## config.mk

```make
export PLATFORM = sky130hd
export DESIGN_NAME = deinterleaver_prime_stream_flat
export DESIGN_NICKNAME = d
export VERILOG_FILES = /design/src/rtl/deinterleaver_prime_stream_if.sv /design/src/rtl/deinterleaver_prime_stream.sv /design/src/flat_wrapper.sv
export SDC_FILE = /design/constraint.sdc
export NUM_CORES = 1
export LEC_CHECK = 0
export CAP_MARGIN = 15
export CORE_MARGIN = 8
export CORE_UTILIZATION = 28
export CTS_CLUSTER_SIZE = 24
export DETAILED_ROUTE_END_ITERATION = 7
export PLACE_DENSITY_LB_ADDON = 0.08
export SLEW_MARGIN = 20
export SYNTH_ARGS = -nofsm -noshare
export SYNTH_HDL_FRONTEND = slang
export SYNTH_SLANG_ARGS = --single-unit
```

## constraint.sdc

```tcl
create_clock -name clk -period 1.98 [get_ports clk]
set_input_delay 0.594 -clock clk [delete_from_list [all_inputs] [get_ports clk]]
set_output_delay 0.594 -clock clk [all_outputs]
set_load 0.01 [all_outputs]
```

## src/rtl/deinterleaver_prime_stream_if.sv

```systemverilog
// Stream interface for the prime-step deinterleaver.
// Carries the interleaved input stream and the natural-order output stream.
// The master side is the producer/consumer pair; the slave side is the deinterleaver.
interface deinterleaver_prime_stream_if #(
    parameter int unsigned BITS = 8
);
    logic [BITS-1:0] in_data;
    logic            in_valid;
    logic            in_ready;
    logic            in_last;
    logic [BITS-1:0] out_data;
    logic            out_valid;
    logic            out_ready;
    logic            out_last;

    modport master (
        output in_data, in_valid, in_last, out_ready,
        input  in_ready, out_data, out_valid, out_last
    );

    modport slave (
        input  in_data, in_valid, in_last, out_ready,
        output in_ready, out_data, out_valid, out_last
    );
endinterface

```

## src/rtl/deinterleaver_prime_stream.sv

```systemverilog
// Streaming ping-pong block deinterleaver.
// Symbol i of an interleaved frame is written at address (P*i) mod N and the bank is read
// back in address order, giving out[(P*i) % N] = in[i]. Two banks let one frame fill while
// the previous one drains, sustaining one symbol per cycle.
// The interface BITS parameter must match the module BITS parameter.
module deinterleaver_prime_stream #(
    parameter int unsigned BITS = 8,
    parameter int unsigned N    = 10,
    parameter int unsigned P    = 3
) (
    input  logic                           clk,
    input  logic                           reset,
    deinterleaver_prime_stream_if.slave    bus,
    output logic                           frame_err
);

    function automatic int unsigned gcd(input int unsigned a_in, input int unsigned b_in);
        int unsigned a;
        int unsigned b;
        int unsigned t;
        a = a_in;
        b = b_in;
        while (b != 0) begin
            t = b;
            b = a % b;
            a = t;
        end
        return a;
    endfunction

    // A step sharing a factor with N would map two symbols onto one address.
    if (N < 2 || N > 4096 || P < 1 || P >= N || gcd(P, N) != 1) begin : g_bad_params
        $error("deinterleaver_prime_stream: need 2<=N<=4096, 1<=P<N, gcd(P,N)=1");
    end

    localparam int unsigned CW = $clog2(N);
    // One extra bit so waddr + P can be held before the conditional subtract.
    localparam int unsigned AW = CW + 1;

    localparam logic [CW-1:0] LAST_IDX = CW'(N - 1);
    localparam logic [AW-1:0] STEP     = AW'(P);
    localparam logic [AW-1:0] MODULUS  = AW'(N);

    logic [BITS-1:0] mem [2][N];

    logic            wsel_q,  wsel_d;
    logic            rsel_q,  rsel_d;
    logic [1:0]      full_q,  full_d;
    logic [CW-1:0]   wcnt_q,  wcnt_d;
    logic [AW-1:0]   waddr_q, waddr_d;
    logic [AW-1:0]   waddr_sum;
    logic [CW-1:0]   rcnt_q,  rcnt_d;
    logic [BITS-1:0] out_data_q,  out_data_d;
    logic            out_valid_q, out_valid_d;
    logic            out_last_q,  out_last_d;
    logic            frame_err_q, frame_err_d;

    logic            wr_fire;
    logic            wr_last;
    logic            rd_load;
    logic            rd_last;

    // Handshake qualifiers.
    always_comb begin
        wr_fire = bus.in_valid && !full_q[wsel_q];
        wr_last = (wcnt_q == LAST_IDX);
        rd_load = full_q[rsel_q] && (!out_valid_q || bus.out_ready);
        rd_last = (rcnt_q == LAST_IDX);
    end

    assign bus.in_ready  = !full_q[wsel_q];
    assign bus.out_data  = out_data_q;
    assign bus.out_valid = out_valid_q;
    assign bus.out_last  = out_last_q;
    assign frame_err     = frame_err_q;

    // Symbol storage; contents are deliberately left unreset.
    always_ff @(posedge clk) begin
        if (wr_fire) begin
            mem[wsel_q][waddr_q[CW-1:0]] <= bus.in_data;
        end
    end

    // Next-state for write pointer, read pointer, bank flags and output register.
    always_comb begin
        wsel_d      = wsel_q;
        rsel_d      = rsel_q;
        full_d      = full_q;
        wcnt_d      = wcnt_q;
        waddr_d     = waddr_q;
        rcnt_d      = rcnt_q;
        out_data_d  = out_data_q;
        out_valid_d = out_valid_q;
        out_last_d  = out_last_q;
        frame_err_d = frame_err_q;
        waddr_sum   = waddr_q + STEP;

        if (wr_fire) begin
            // Frame closure follows the internal count; in_last is only checked.
            if (bus.in_last != wr_last) begin
                frame_err_d = 1'b1;
            end
            if (wr_last) begin
                full_d[wsel_q] = 1'b1;
                wsel_d         = ~wsel_q;
                wcnt_d         = '0;
                waddr_d        = '0;
            end else begin
                wcnt_d  = wcnt_q + 1'b1;
                waddr_d = (waddr_sum >= MODULUS) ? (waddr_sum - MODULUS) : waddr_sum;
            end
        end

        // Set and clear never hit the same bank: set needs !full, clear needs full.
        if (rd_load) begin
            out_data_d  = mem[rsel_q][rcnt_q];
            out_last_d  = rd_last;
            out_valid_d = 1'b1;
            if (rd_last) begin
                full_d[rsel_q] = 1'b0;
                rsel_d         = ~rsel_q;
                rcnt_d         = '0;
            end else begin
                rcnt_d = rcnt_q + 1'b1;
            end
        end else if (out_valid_q && bus.out_ready) begin
            out_valid_d = 1'b0;
        end
    end

    // State registers; reset discards any partial or complete frames.
    always_ff @(posedge clk or posedge reset) begin
        if (reset) begin
            wsel_q      <= 1'b0;
            rsel_q      <= 1'b0;
            full_q      <= 2'b00;
            wcnt_q      <= '0;
            waddr_q     <= '0;
            rcnt_q      <= '0;
            out_data_q  <= '0;
            out_valid_q <= 1'b0;
            out_last_q  <= 1'b0;
            frame_err_q <= 1'b0;
        end else begin
            wsel_q      <= wsel_d;
            rsel_q      <= rsel_d;
            full_q      <= full_d;
            wcnt_q      <= wcnt_d;
            waddr_q     <= waddr_d;
            rcnt_q      <= rcnt_d;
            out_data_q  <= out_data_d;
            out_valid_q <= out_valid_d;
            out_last_q  <= out_last_d;
            frame_err_q <= frame_err_d;
        end
    end

    // Output register must hold while the consumer stalls.
    a_out_hold: assert property (@(posedge clk) disable iff (reset)
        (out_valid_q && !bus.out_ready) |=> (out_valid_q && $stable(out_data_q)
                                             && $stable(out_last_q)));

    // Write address always stays inside the bank.
    a_waddr_range: assert property (@(posedge clk) disable iff (reset)
        waddr_q < MODULUS);

endmodule

```

## src/flat_wrapper.sv

```systemverilog
// flat-port wrapper written by rule: the top's interface ports become plain ports
module deinterleaver_prime_stream_flat 
#(
    parameter int unsigned BITS = 8,
    parameter int unsigned N    = 10,
    parameter int unsigned P    = 3
)
  (clk, reset, frame_err, bus_in_data, bus_in_valid, bus_in_last, bus_out_ready, bus_in_ready, bus_out_data, bus_out_valid, bus_out_last);
  deinterleaver_prime_stream_if #(.BITS(BITS)) bus_i ();
  input  logic clk;
  input  logic reset;
  output logic frame_err;
  input wire logic [$bits(bus_i.in_data)-1:0] bus_in_data;
  input wire logic [$bits(bus_i.in_valid)-1:0] bus_in_valid;
  input wire logic [$bits(bus_i.in_last)-1:0] bus_in_last;
  input wire logic [$bits(bus_i.out_ready)-1:0] bus_out_ready;
  output wire logic [$bits(bus_i.in_ready)-1:0] bus_in_ready;
  output wire logic [$bits(bus_i.out_data)-1:0] bus_out_data;
  output wire logic [$bits(bus_i.out_valid)-1:0] bus_out_valid;
  output wire logic [$bits(bus_i.out_last)-1:0] bus_out_last;
  assign bus_i.in_data = bus_in_data;
  assign bus_i.in_valid = bus_in_valid;
  assign bus_i.in_last = bus_in_last;
  assign bus_i.out_ready = bus_out_ready;
  assign bus_in_ready = bus_i.in_ready;
  assign bus_out_data = bus_i.out_data;
  assign bus_out_valid = bus_i.out_valid;
  assign bus_out_last = bus_i.out_last;
  deinterleaver_prime_stream #(.BITS(BITS), .N(N), .P(P)) u_core (.clk(clk), .reset(reset), .bus(bus_i), .frame_err(frame_err));
endmodule
```

After elaboration in Yosys (flattened, before gate mapping)
Memories as Yosys holds them, arrays and structs flattened.
Cells that the tools add are included.
{"block": "word_totals", "reg_bits": 28, "ram_bits": 160, "in_bits": 13, "out_inout_bits": 12, "wordCells": 71, "mem_count": 1}
{"memory": "u_core.mem", "depth": 2, "width": 80, "read_ports": 1, "rd_clocked_by_memory_dff": 0, "wr": 1, "line_no": "deinterleaver_prime_stream.sv:44", "text": "logic [BITS-1:0] mem [2][N];"}
{"block": "op_classes", "add_sub_neg": 4, "magnitude_cmp": 8, "n_eq_ne": 3, "n_mux": 25, "n_bitwise": 7, "n_reduce_logical": 13}
{"op": "$mux W80", "n": 1}
{"op": "$bmux W8 S4", "n": 1}
{"op": "$demux W8 S4", "n": 1}
{"op": "$mux W8", "n": 3}
{"op": "$ge A5 B5 Y1 const B", "n": 2}
{"op": "$mux W5", "n": 2}
{"op": "$not A4 Y5", "n": 2}
{"op": "$mux W1", "n": 9}
{"op": "$add A4 B1 Y4 const B", "n": 2}
{"op": "$eq A4 B4 Y1 const B", "n": 2}
{"op": "$mux W2", "n": 4}
{"op": "$mux W4", "n": 2}
{"op": "$logic_and A1 B1 Y1", "n": 6}
{"op": "$reduce_and A2 Y1", "n": 3}
{"op": "$add A5 B2 Y5 const B", "n": 1}
{"op": "$ge A5 B4 Y1 const B", "n": 1}
{"op": "$lt A5 B1 Y1 const B", "n": 1}
{"op": "$sub A5 B4 Y5 const B", "n": 1}
{"op": "$lt A1 B2 Y1 const B", "n": 2}
{"op": "$and A2 B2 Y2", "n": 1}
{"op": "$demux W1 S1", "n": 2}
{"op": "$ge A1 B1 Y1 const B", "n": 2}
{"op": "$logic_not A1 Y1", "n": 2}
{"op": "$not A1 Y1", "n": 2}
{"op": "5 further kinds", "n": 5}

Longest topological paths before layout
{"block": "depth", "word_depth": 10, "ltp_mapped": 9}

Worst setup path before layout
No wires, ideal clock.
{"block": "synth_timing", "kind": "register to register", "start": "reg u_core.wsel_q", "end": "mem u_core.mem[0][10] (netlist bit), enable pin", "setup_time_ns": 0.370, "arrival_ns": 1.615, "required_time_ns": 1.610, "path_slack_ns": -0.006, "path_stages_with_launch": 7, "path_buffers": 2, "period_less_slack_ns": 1.986, "cell_sequence": "dfrtp_1 buf_6 mux2i_2 and2_1 buf_4 nand2_1 nor2_1"}
{"block": "synth_between", "elab_chain_cells": 6}
{"element": "start: declaration", "line_no": "deinterleaver_prime_stream.sv:46", "text": "logic wsel_q, wsel_d;"}
{"element": "start signal: assignment", "line_no": "deinterleaver_prime_stream.sv:145", "text": "wsel_q <= wsel_d;"}
{"element": "$mux W1 (2 in series)"}
{"element": "$logic_not A1 Y1"}
{"element": "via bus_in_ready", "line_no": "flat_wrapper.sv:17", "text": "output wire logic [$bits(bus_i.in_ready)-1:0] bus_in_ready;"}
{"element": "$logic_and A1 B1 Y1", "line_no": "deinterleaver_prime_stream.sv:65", "text": "wr_fire = bus.in_valid && !full_q[wsel_q];"}
{"element": "$mux W1", "line_no": "deinterleaver_prime_stream.sv:79", "text": "if (wr_fire) begin"}
{"element": "$mux W80 (not written as such)", "line_no": "deinterleaver_prime_stream.sv:80", "text": "mem[wsel_q][waddr_q[CW-1:0]] <= bus.in_data;"}
{"element": "end: declaration", "line_no": "deinterleaver_prime_stream.sv:44"}
The timed path passes the listed nets, and every way through them passes these cells. The select of a mux whose other input is x is not followed.

Worst setup path in the final report
{"block": "layout_timing", "start": "reg u_core.out_data_q[2], in the netlist u_core.bus.out_data[2]", "end": "out bus_out_data[2]"}
{"element": "start: declaration", "line_no": "deinterleaver_prime_stream.sv:53", "text": "logic [BITS-1:0] out_data_q, out_data_d;"}
{"element": "start signal: assignment", "line_no": "deinterleaver_prime_stream.sv:151", "text": "out_data_q <= out_data_d;"}
{"element": "end: declaration", "line_no": "flat_wrapper.sv:18", "text": "output wire logic [$bits(bus_i.out_data)-1:0] bus_out_data;"}
No word-level cell between the ends.

==> flow_summary.ini <==
[routing]
first_pass_iters = 4
routed_wl_mm = 20.0
wl_per_cell_um = 20.8
drt_drc_violations_left = 0
vias = 4298
drtIter0Drc = 219
vias_per_cell = 4.46
ant_nets = 0

[floorplan]
initial_core_util_pct = 28.4
ios = 25
die_h_um = 184
dieArea_sq_mm = 0.0337
std_cell_rows = 61
core_area_sq_mm = 0.0277
die_x_um = 184

[yosys]
yosysUniqueCellTypes = 50
syn_avg_cell_area_sq_um = 16.0
seq_area_frac_synth_pct = 70.0
ys.flop_type = edfxtp_1
synth_top_area_share_pct = 61.1
async_flop_share_pct = 14.9
synth_edf_count = 160
ys_ff_latch = 188
netlist_instances = 490
synthesis.nets = 509
yosys-top-cells-area = edfxtp_1 (61%), dfrtp_1 (8.9%), mux2i_1 (8.3%), mux4_2 (2.3%), a22o_1 (2.1%)
yosys_warnings = 0
synth_top_area_cell = edfxtp_1
netlist_area_sq_mm = 0.00786

[pwr]
p_leak_uw = 0.00336
power_density_mw_per_mm2 = 1410
p_total_uw = 13600
peakVddDrop_mv = 0.410

[worst_setup_path]
max_stage_delay_ns = 0.55
critical_path_buf_inv_count = 1
endpoint_kind = primary output
cp-start-kind = flop
crit_required_ns = 1.39
setup.worst_path.class = flop to primary output
cp_cell_sequence = clkdlybuf4s50_1
crit_family = buffers and inverters
arrival_ns = 1.32
crit_fanout = 2
slowest_stage = clkdlybuf4s50_1

[finish]
final_area_sq_mm = 0.00960
fill_cells = 2675
drive_above_1_share_pct = 23.4
seqCellArea_sq_mm = 0.00551
area_delta_synth_final_pct = 22.2
antenna_cells = 0
multi_input_area_sq_mm = 0.00210
nets = 591

[place]
dp_hpwl_mm = 13.7
pre_cts_slack_ns = -0.355
place_area_sq_mm = 0.00895
numPortBuffers = 24
place.gp.congestion = 0.751

[run]
cap_viol_max_count = 0

[sta]
layout_worst_path_cycle_share_pct = 96.8
tns_ns = 0
max_freq_mhz = 522
fin_skew_ns = 0.0109
setup_viol = 0
final.setup.worst_slack_ns = 0.0636
fin_crit_ns = 1.92
slew_headroom_pct = 68.6
finalHoldViolCount = 0
slew_viol_final = 0
worstMarginPinSlew_ns = 0.471

[global_route]
grt_max_degree = 29
grt-ovfl-total = 0
grtUsageTotal_pct = 12.4
antenna_found_initial = 0
grt_pass1_wl_mm = 30.1
grt_pass1_vias = 4641

[clocking]
cts-root-buf = clkbuf_16
cts_made_buffers = 17
cts.path.max_buffers = 2
clk_latency_ns = 0.43
cts_tree = yes
cts.reportedPaths.clkPinSlew_ns = 0.07
clock_sinks = 188
h-tree-depth = 4

[min_path]
hold_path_class = flop to flop

[run_status]
status = complete, no violations
-- final cells by class --
cell class	count	area share, %
Tap cell	378	4.92
Sequential cell	188	57.4
Clock buffer	18	4.47
Timing Repair Buffer	91	9.39
Clock inverter	14	1.67
Multi-Input combinational cell	265	21.8
Inverter	9	0.352
-- cell usage after synthesis, types with 2 or more instances --
| master | number |
|---|---|
| edfxtp_1 | 160 |
| mux2i_1 | 65 |
| nor2_1 | 34 |
| dfrtp_1 | 28 |
| nand2_1 | 26 |
| a22o_1 | 19 |
| a21oi_1 | 18 |
| buf_6 | 14 |
| nand3_1 | 11 |
| a31oi_1 | 9 |
| inv_1 | 9 |
| mux4_2 | 8 |
| a22oi_1 | 7 |
| o21ai_0 | 7 |
| buf_4 | 6 |
| ha_1 | 6 |
| xnor2_1 | 6 |
| nor3_1 | 5 |
| xor2_1 | 5 |
| nand2b_1 | 4 |
| buf_12 | 3 |
| nand3b_1 | 3 |
| nor3_2 | 3 |
| a21o_1 | 2 |
| and2_1 | 2 |
| buf_2 | 2 |
| clkbuf_1 | 2 |
| nor2b_4 | 2 |
| o21ai_1 | 2 |
| or3b_2 | 2 |
-- logic make-up after synthesis --
family | after synthesis | share of synthesized area (%)
xor gates and xnor gates | 11 | 1.23
adders and majority gates | 6 | 0.955
AOI/OAI and AO/OA | 74 | 6.64
muxes | 75 | 10.9
buffers and inverters | 37 | 4.06
DFF | 188 | 70.0
and+or+nand+nor | 99 | 6.22
-- report_power, final --
part           switching [uW]  leakage, uW  internal (uW)
sequential                354      0.00177           4810
combinational            2740      0.00130           2240
clock                    1540     0.000287           1890
total                    4640      0.00336           8940
-- flip-flops by register name (all words and copies together), names as in the netlist --
register	flops
u_core.mem	160
u_core.bus.out_data	8
u_core.waddr_q	5
u_core.rcnt_q	4
u_core.wcnt_q	4
u_core.full_q	2
u_core.bus.out_last	1
u_core.bus.out_valid	1
u_core.frame_err	1
u_core.rsel_q	1
u_core.wsel_q	1
-- placed cells by master (no fill, tap or decap), types with 3 or more instances in the layout --
master,instances
nor2_1,33
inv_1,6
buf_4,55
dfrtp_1,26
nand2b_1,4
xor2_1,4
dlymetal6s2s_1,6
mux2i_1,65
xnor2_1,6
mux4_2,8
a21oi_1,18
a31oi_1,9
inv_2,3
a22oi_1,7
buf_12,12
nand3b_1,3
o21ai_0,7
clkbuf_16,17
ha_1,4
edfxtp_1,160
clkinv_4,4
nand2_1,26
a22o_1,19
inv_6,3
clkdlybuf4s50_1,16
nor3_2,7
nand3_1,11
-- final timing paths --
kind                                         from                endpoint  slack [ns]  depth (start not counted)
setup / recovery           u_core.bus.out_data[2]         bus_out_data[2]        0.06                          1
hold / removal                   u_core.frame_err        u_core.frame_err        0.47                          1
setup reg to reg                    u_core.rsel_q  u_core.bus.out_data[2]        0.12                          7
hold reg to reg                  u_core.frame_err        u_core.frame_err        0.47                          1
max in group asynchronous                   reset       u_core.waddr_q[2]        1.11                          3
min in group asynchronous                   reset        u_core.rcnt_q[2]        0.55                          3
-- layer usage --
layer	GRT usage, %	part of all wire (%)	vias to the layer above
met2	20.9	50	57
li1	-	-	2035
met4	2.93	0.58	0
met1	16.2	47	2199
met3	2.25	2.6	7
met5	0	0	-
-- timing repair --
action / 4_1_cts / 5_1_grt
endpoints found under the setup margin: 10 / 108
pin swaps: 0 / 1
hold buffers: 0 / 0
resized for setup: 5 / 22
buffers inserted: 0 / 0
endpoints found under the hold margin: 0 / 0
-- metrics by stage --
stage                     std cells  hold WS (ns)  utilization (%)
after CTS                       963         0.475             34.4
after detailed placement        931         0.456             32.3
after floorplan                 490         0.492                -
after global placement          931         0.451             32.3
after global routing            963         0.496             34.7
final                           963         0.468             34.7
Note: power is estimated with default switching activity, not from simulation.
==> patch 1: new RTL, config.mk and constraints unchanged <==
`N` is set to 10 in 2 places; all go to 11.
--- a/src/rtl/deinterleaver_prime_stream.sv
+++ b/src/rtl/deinterleaver_prime_stream.sv
@@ -6,5 +6,5 @@
 module deinterleaver_prime_stream #(
     parameter int unsigned BITS = 8,
-    parameter int unsigned N    = 10,
+    parameter int unsigned N    = 11,
     parameter int unsigned P    = 3
 ) (
--- a/src/flat_wrapper.sv
+++ b/src/flat_wrapper.sv
@@ -3,5 +3,5 @@
 #(
     parameter int unsigned BITS = 8,
-    parameter int unsigned N    = 10,
+    parameter int unsigned N    = 11,
     parameter int unsigned P    = 3
 )
Check against the original RTL: no difference found for any inputs over 10 cycles, from zero or initial values and one cycle with reset high; that may be too few to reach the edited logic, so the function may still have changed.
==> patch 1 against the unedited design <==
The run now ends with negative setup slack left; worst hold slack got worse by 14 ps; routed wire length rose by 13%; synthesized cell count rose by 2.7%; total power rose by 18%; worst setup slack got worse by 88 ps; critical path depth rose by 6; critical path type is now reg -> reg; sequential cell count rose by 16; combinational power rose by 15%; global-route usage barely moved; sequential power rose by 7.9%; cell area rose by 14%; area after synthesis rose by 7.5%; first-iteration DRC count rose by 34%; die area rose by 6.8%.
==> patch 1: results (changes against the unedited design) <==
{
  "outcome": {"value": "finished, violations left", "change": "was completed"},
  "violations": {"value": "negative setup slack"},
  "grt.met2_usage": {"value": 19.45, "unit": "%", "change": "was 20.86%"},
  "post_synth_edffs": {"value": 176, "change": "was 160"},
  "number_of_global_route_vias_before_repair": {"value": 5053, "change": "was 4641"},
  "globalRouteMet3Util": {"value": 1.776, "unit": "%", "change": "was 2.253%"},
  "maximum_cell_stage_delay_along_the_critical_path": {"value": 520, "unit": "ps", "change": "was 550 ps"},
  "worst_skew_pair.late_latency": {"value": 510, "unit": "ps", "change": "was 430 ps"},
  "cellLeakagePower": {"value": 3.758, "unit": "nW", "change": "was 3.361 nW"},
  "ys_seq_area_share": {"value": 70.82, "unit": "%", "change": "was 70.02%"},
  "firstDrtPassIters": {"value": 5, "change": "was 4"},
  "worstSetupPathType": {"value": "reg -> reg", "change": "was reg -> out"},
  "met2WireLength": {"value": 10.46, "unit": "mm", "change": "was 10.02 mm"},
  "fin_ws": {"value": -24.44, "unit": "ps", "change": "was 63.57 ps"},
  "cts-root-to-sink-buffers": {"value": 3, "change": "was 2"},
  "groute.usage.overall": {"value": 12.33, "unit": "%", "change": "was 12.36%"},
  "half_perimeter_wire_length_after_placement": {"value": 14.72, "unit": "mm", "change": "was 13.71 mm"},
  "preCtsSetupSlack": {"value": -319.7, "unit": "ps", "change": "was -355.3 ps"},
  "detail_route.wirelength": {"value": 22.56, "unit": "mm", "change": "was 19.98 mm"},
  "met1_usage": {"value": 17.63, "unit": "%", "change": "was 16.24%"},
  "grt_first_pass_wirelength": {"value": 33.35, "unit": "mm", "change": "was 30.11 mm"},
  "ys_types": {"value": 48, "change": "was 50"},
  "finalSetupViolations": {"value": 3, "change": "was 0"},
  "instances_no_fill": {"value": 1025, "change": "was 963"},
  "multi_input_area_share": {"value": 22.58, "unit": "%", "change": "was 21.82%"},
  "dp.cells": {"value": 965, "change": "was 931"},
  "min_path_type": {"value": "in -> async", "change": "was reg -> reg"},
  "post_route_cells_drive_above_1_share": {"value": 34.80, "unit": "%", "change": "was 23.42%"},
  "largest_register_ff_count": {"value": 176, "change": "was 160"},
  "drt_iter0_markers": {"value": 294, "change": "was 219"},
  "timing.max_slew.rel_slack": {"value": 58.70, "unit": "%", "change": "was 68.61%"}
}
-- patch 1: what timing repair did --
action / CTS / global route
endpoints found under the setup margin: 25 / 61
cloned: 1 / 1
setup buffers: 11 / 5
pin swaps: 9 / 8
resized for setup: 52 / 41
-- patch 1: where the power goes --
| part | total, mW | switching (mW) | internal, mW |
|---|---|---|---|
| Sequential | 5.57 | 0.389 | 5.18 |
| Clock | 4.76 | 1.69 | 3.07 |
| Combinational | 5.73 | 3.02 | 2.71 |
-- patch 1: cell families after synthesis --
logic type	Yosys count	share of synthesized area, %
and+or+nand+nor	102	5.729
buffers and inverters	36	2.235
AOI/OAI and AO/OA	79	5.862
muxes	68	13.68
adders and majority gates	5	0.7402
xor gates and xnor gates	9	0.9327
DFF	204	70.82
-- patch 1: per-stage QoR --
step	instance area [sq um]	power (mW)	util [%]
floorplan	8471	8.451	-
global placement	9742	10.65	32.78
detailed placement	9742	10.66	32.78
CTS	10820	15.87	36.41
global route	10980	16.84	36.94
finish	10980	16.06	36.94
==> patch 2: new RTL, same flow settings <==
Made on the original files. Put one more register stage on the output `frame_err`, cleared by the reset. The value now appears one clock later. The other outputs are not delayed to match.
--- a/src/rtl/deinterleaver_prime_stream.sv
+++ b/src/rtl/deinterleaver_prime_stream.sv
@@ -73,5 +73,11 @@
     assign bus.out_valid = out_valid_q;
     assign bus.out_last  = out_last_q;
-    assign frame_err     = frame_err_q;
+    always_ff @(posedge clk or posedge reset) begin
+        if (reset) begin
+            frame_err <= '0;
+        end else begin
+            frame_err <= frame_err_q;
+        end
+    end
 
     // Symbol storage; contents are deliberately left unreset.
Formal check against the unedited RTL: not equivalent (a bounded check fails within 4 cycles, from zero or initial values and one cycle with reset high).
==> patch 2 against the unedited design <==
Cell count up 0.42%; clock power down 2%; total power up 0.52%; sequential cell count up 1; critical endpoint is now bus_out_data[0]; sequential share of layout area down 0.060 points; cell area up 0.56%; area after synthesis up 0.32%; first-iteration DRC count up 51%; routed wire length down 0.19%; worst setup slack worse by 7.9 ps.
==> patch 2: results (changes against the unedited design) <==
{
  "mux_share_of_post_synthesis_cell_area": {"value": 10.85, "unit": "%", "change": "was 10.88%"},
  "met1_usage": {"value": 15.66, "unit": "%", "change": "was 16.24%"},
  "fin_ws": {"value": 55.72, "unit": "ps", "change": "was 63.57 ps"},
  "yosys.area_share.adder": {"value": 0.9518, "unit": "%", "change": "was 0.9548%"},
  "synth-compound-area-share": {"value": 6.615, "unit": "%", "change": "was 6.636%"},
  "route.met3.wl": {"value": 677, "unit": "um", "change": "was 526 um"},
  "preCtsSetupSlack": {"value": -331.4, "unit": "ps", "change": "was -355.3 ps"},
  "timing.max_slew.rel_slack": {"value": 49.04, "unit": "%", "change": "was 68.61%"},
  "post_synthesis_net_count": {"value": 510, "change": "was 509"},
  "groute.usage.overall": {"value": 12.05, "unit": "%", "change": "was 12.36%"},
  "fin_worst_hold_slack": {"value": 414.0, "unit": "ps", "change": "was 467.5 ps"},
  "sequentialPowerShare": {"value": 38.1, "unit": "%", "change": "was 38.0%"},
  "critical_path.startpoint": {"value": "u_core.bus.out_data[0]", "change": "was u_core.bus.out_data[2]"},
  "synthTopCellsByCount": {"value": "160 x sky130_fd_sc_hd__edfxtp_1, 65 x sky130_fd_sc_hd__mux2i_1, 34 x sky130_fd_sc_hd__nor2_1", "change": "unchanged"},
  "routed_via_density": {"value": 4.415, "change": "was 4.463"},
  "half_perimeter_wire_length_after_placement": {"value": 14.21, "unit": "mm", "change": "was 13.71 mm"},
  "drt_iter0_markers": {"value": 330, "change": "was 219"},
  "wl_met1": {"value": 9.122, "unit": "mm", "change": "was 9.315 mm"},
  "firstDrtPassIters": {"value": 5, "change": "was 4"},
  "reg2reg_to": {"value": "u_core.bus.out_data[3]", "change": "was u_core.bus.out_data[2]"},
  "outcome": {"value": "completed", "change": "unchanged"},
  "met2WireLength": {"value": 9.983, "unit": "mm", "change": "was 10.02 mm"},
  "worst_clock_skew": {"value": 11.31, "unit": "ps", "change": "was 10.85 ps"},
  "nFillCells": {"value": 2719, "change": "was 2675"},
  "grt_first_pass_wirelength": {"value": 29.08, "unit": "mm", "change": "was 30.11 mm"},
  "synth_area_leaders": {"value": "sky130_fd_sc_hd__edfxtp_1 61%, sky130_fd_sc_hd__dfrtp_1 9.2%, sky130_fd_sc_hd__mux2i_1 8.2%", "change": "was sky130_fd_sc_hd__edfxtp_1 61%, sky130_fd_sc_hd__dfrtp_1 8.9%, sky130_fd_sc_hd__mux2i_1 8.3%"},
  "gpl.final_weighted_congestion": {"value": 0.7692, "change": "was 0.7512"},
  "regToRegSetupSlack": {"value": 70, "unit": "ps", "change": "was 120 ps"},
  "max-vdd-ir-drop": {"value": 507.6, "unit": "uV", "change": "was 410.5 uV"},
  "number_of_global_route_vias_before_repair": {"value": 4441, "change": "was 4641"},
  "nets": {"value": 595, "change": "was 591"},
  "crit_path_end": {"value": "bus_out_data[0]", "change": "was bus_out_data[2]"},
  "post_cts.repair.setup_buffers": {"value": 1, "change": "was 0"},
  "placed_area": {"value": 8972, "unit": "sq um", "change": "was 8947 sq um"},
  "power.internal": {"value": 8.842, "unit": "mW", "change": "was 8.942 mW"}
}
## patch 2: worst min path at each step
stage | startpoint | end | depth (start not counted)
4_1_cts | u_core.frame_err_q | u_core.frame_err | 0
5_1_grt | u_core.frame_err_q | u_core.frame_err | 0
3_3_place_gp | u_core.frame_err_q | u_core.frame_err | 0
2_1_floorplan | u_core.frame_err_q | u_core.frame_err | 0
6_report | u_core.frame_err_q | u_core.frame_err | 0
3_5_place_dp | u_core.frame_err_q | u_core.frame_err | 0
## patch 2: final cells by class
type                    instances  share of cell area [%]
repair buffers                 94                   9.652
clock buffers                  17                   4.405
clock inverters                15                   1.710
flip-flops and latches        189                   57.31
multi-input cells             265                   21.67
inverters                       9                  0.3498
well taps                     378                   4.897
## patch 2: through the flow
step	instances	power, mW	util (%)
finish	967	13.65	34.76
global route	967	14.40	34.76
CTS	965	13.71	34.47
detailed placement	932	10.29	32.30
global placement	932	10.27	32.30
floorplan	491	8.454	-
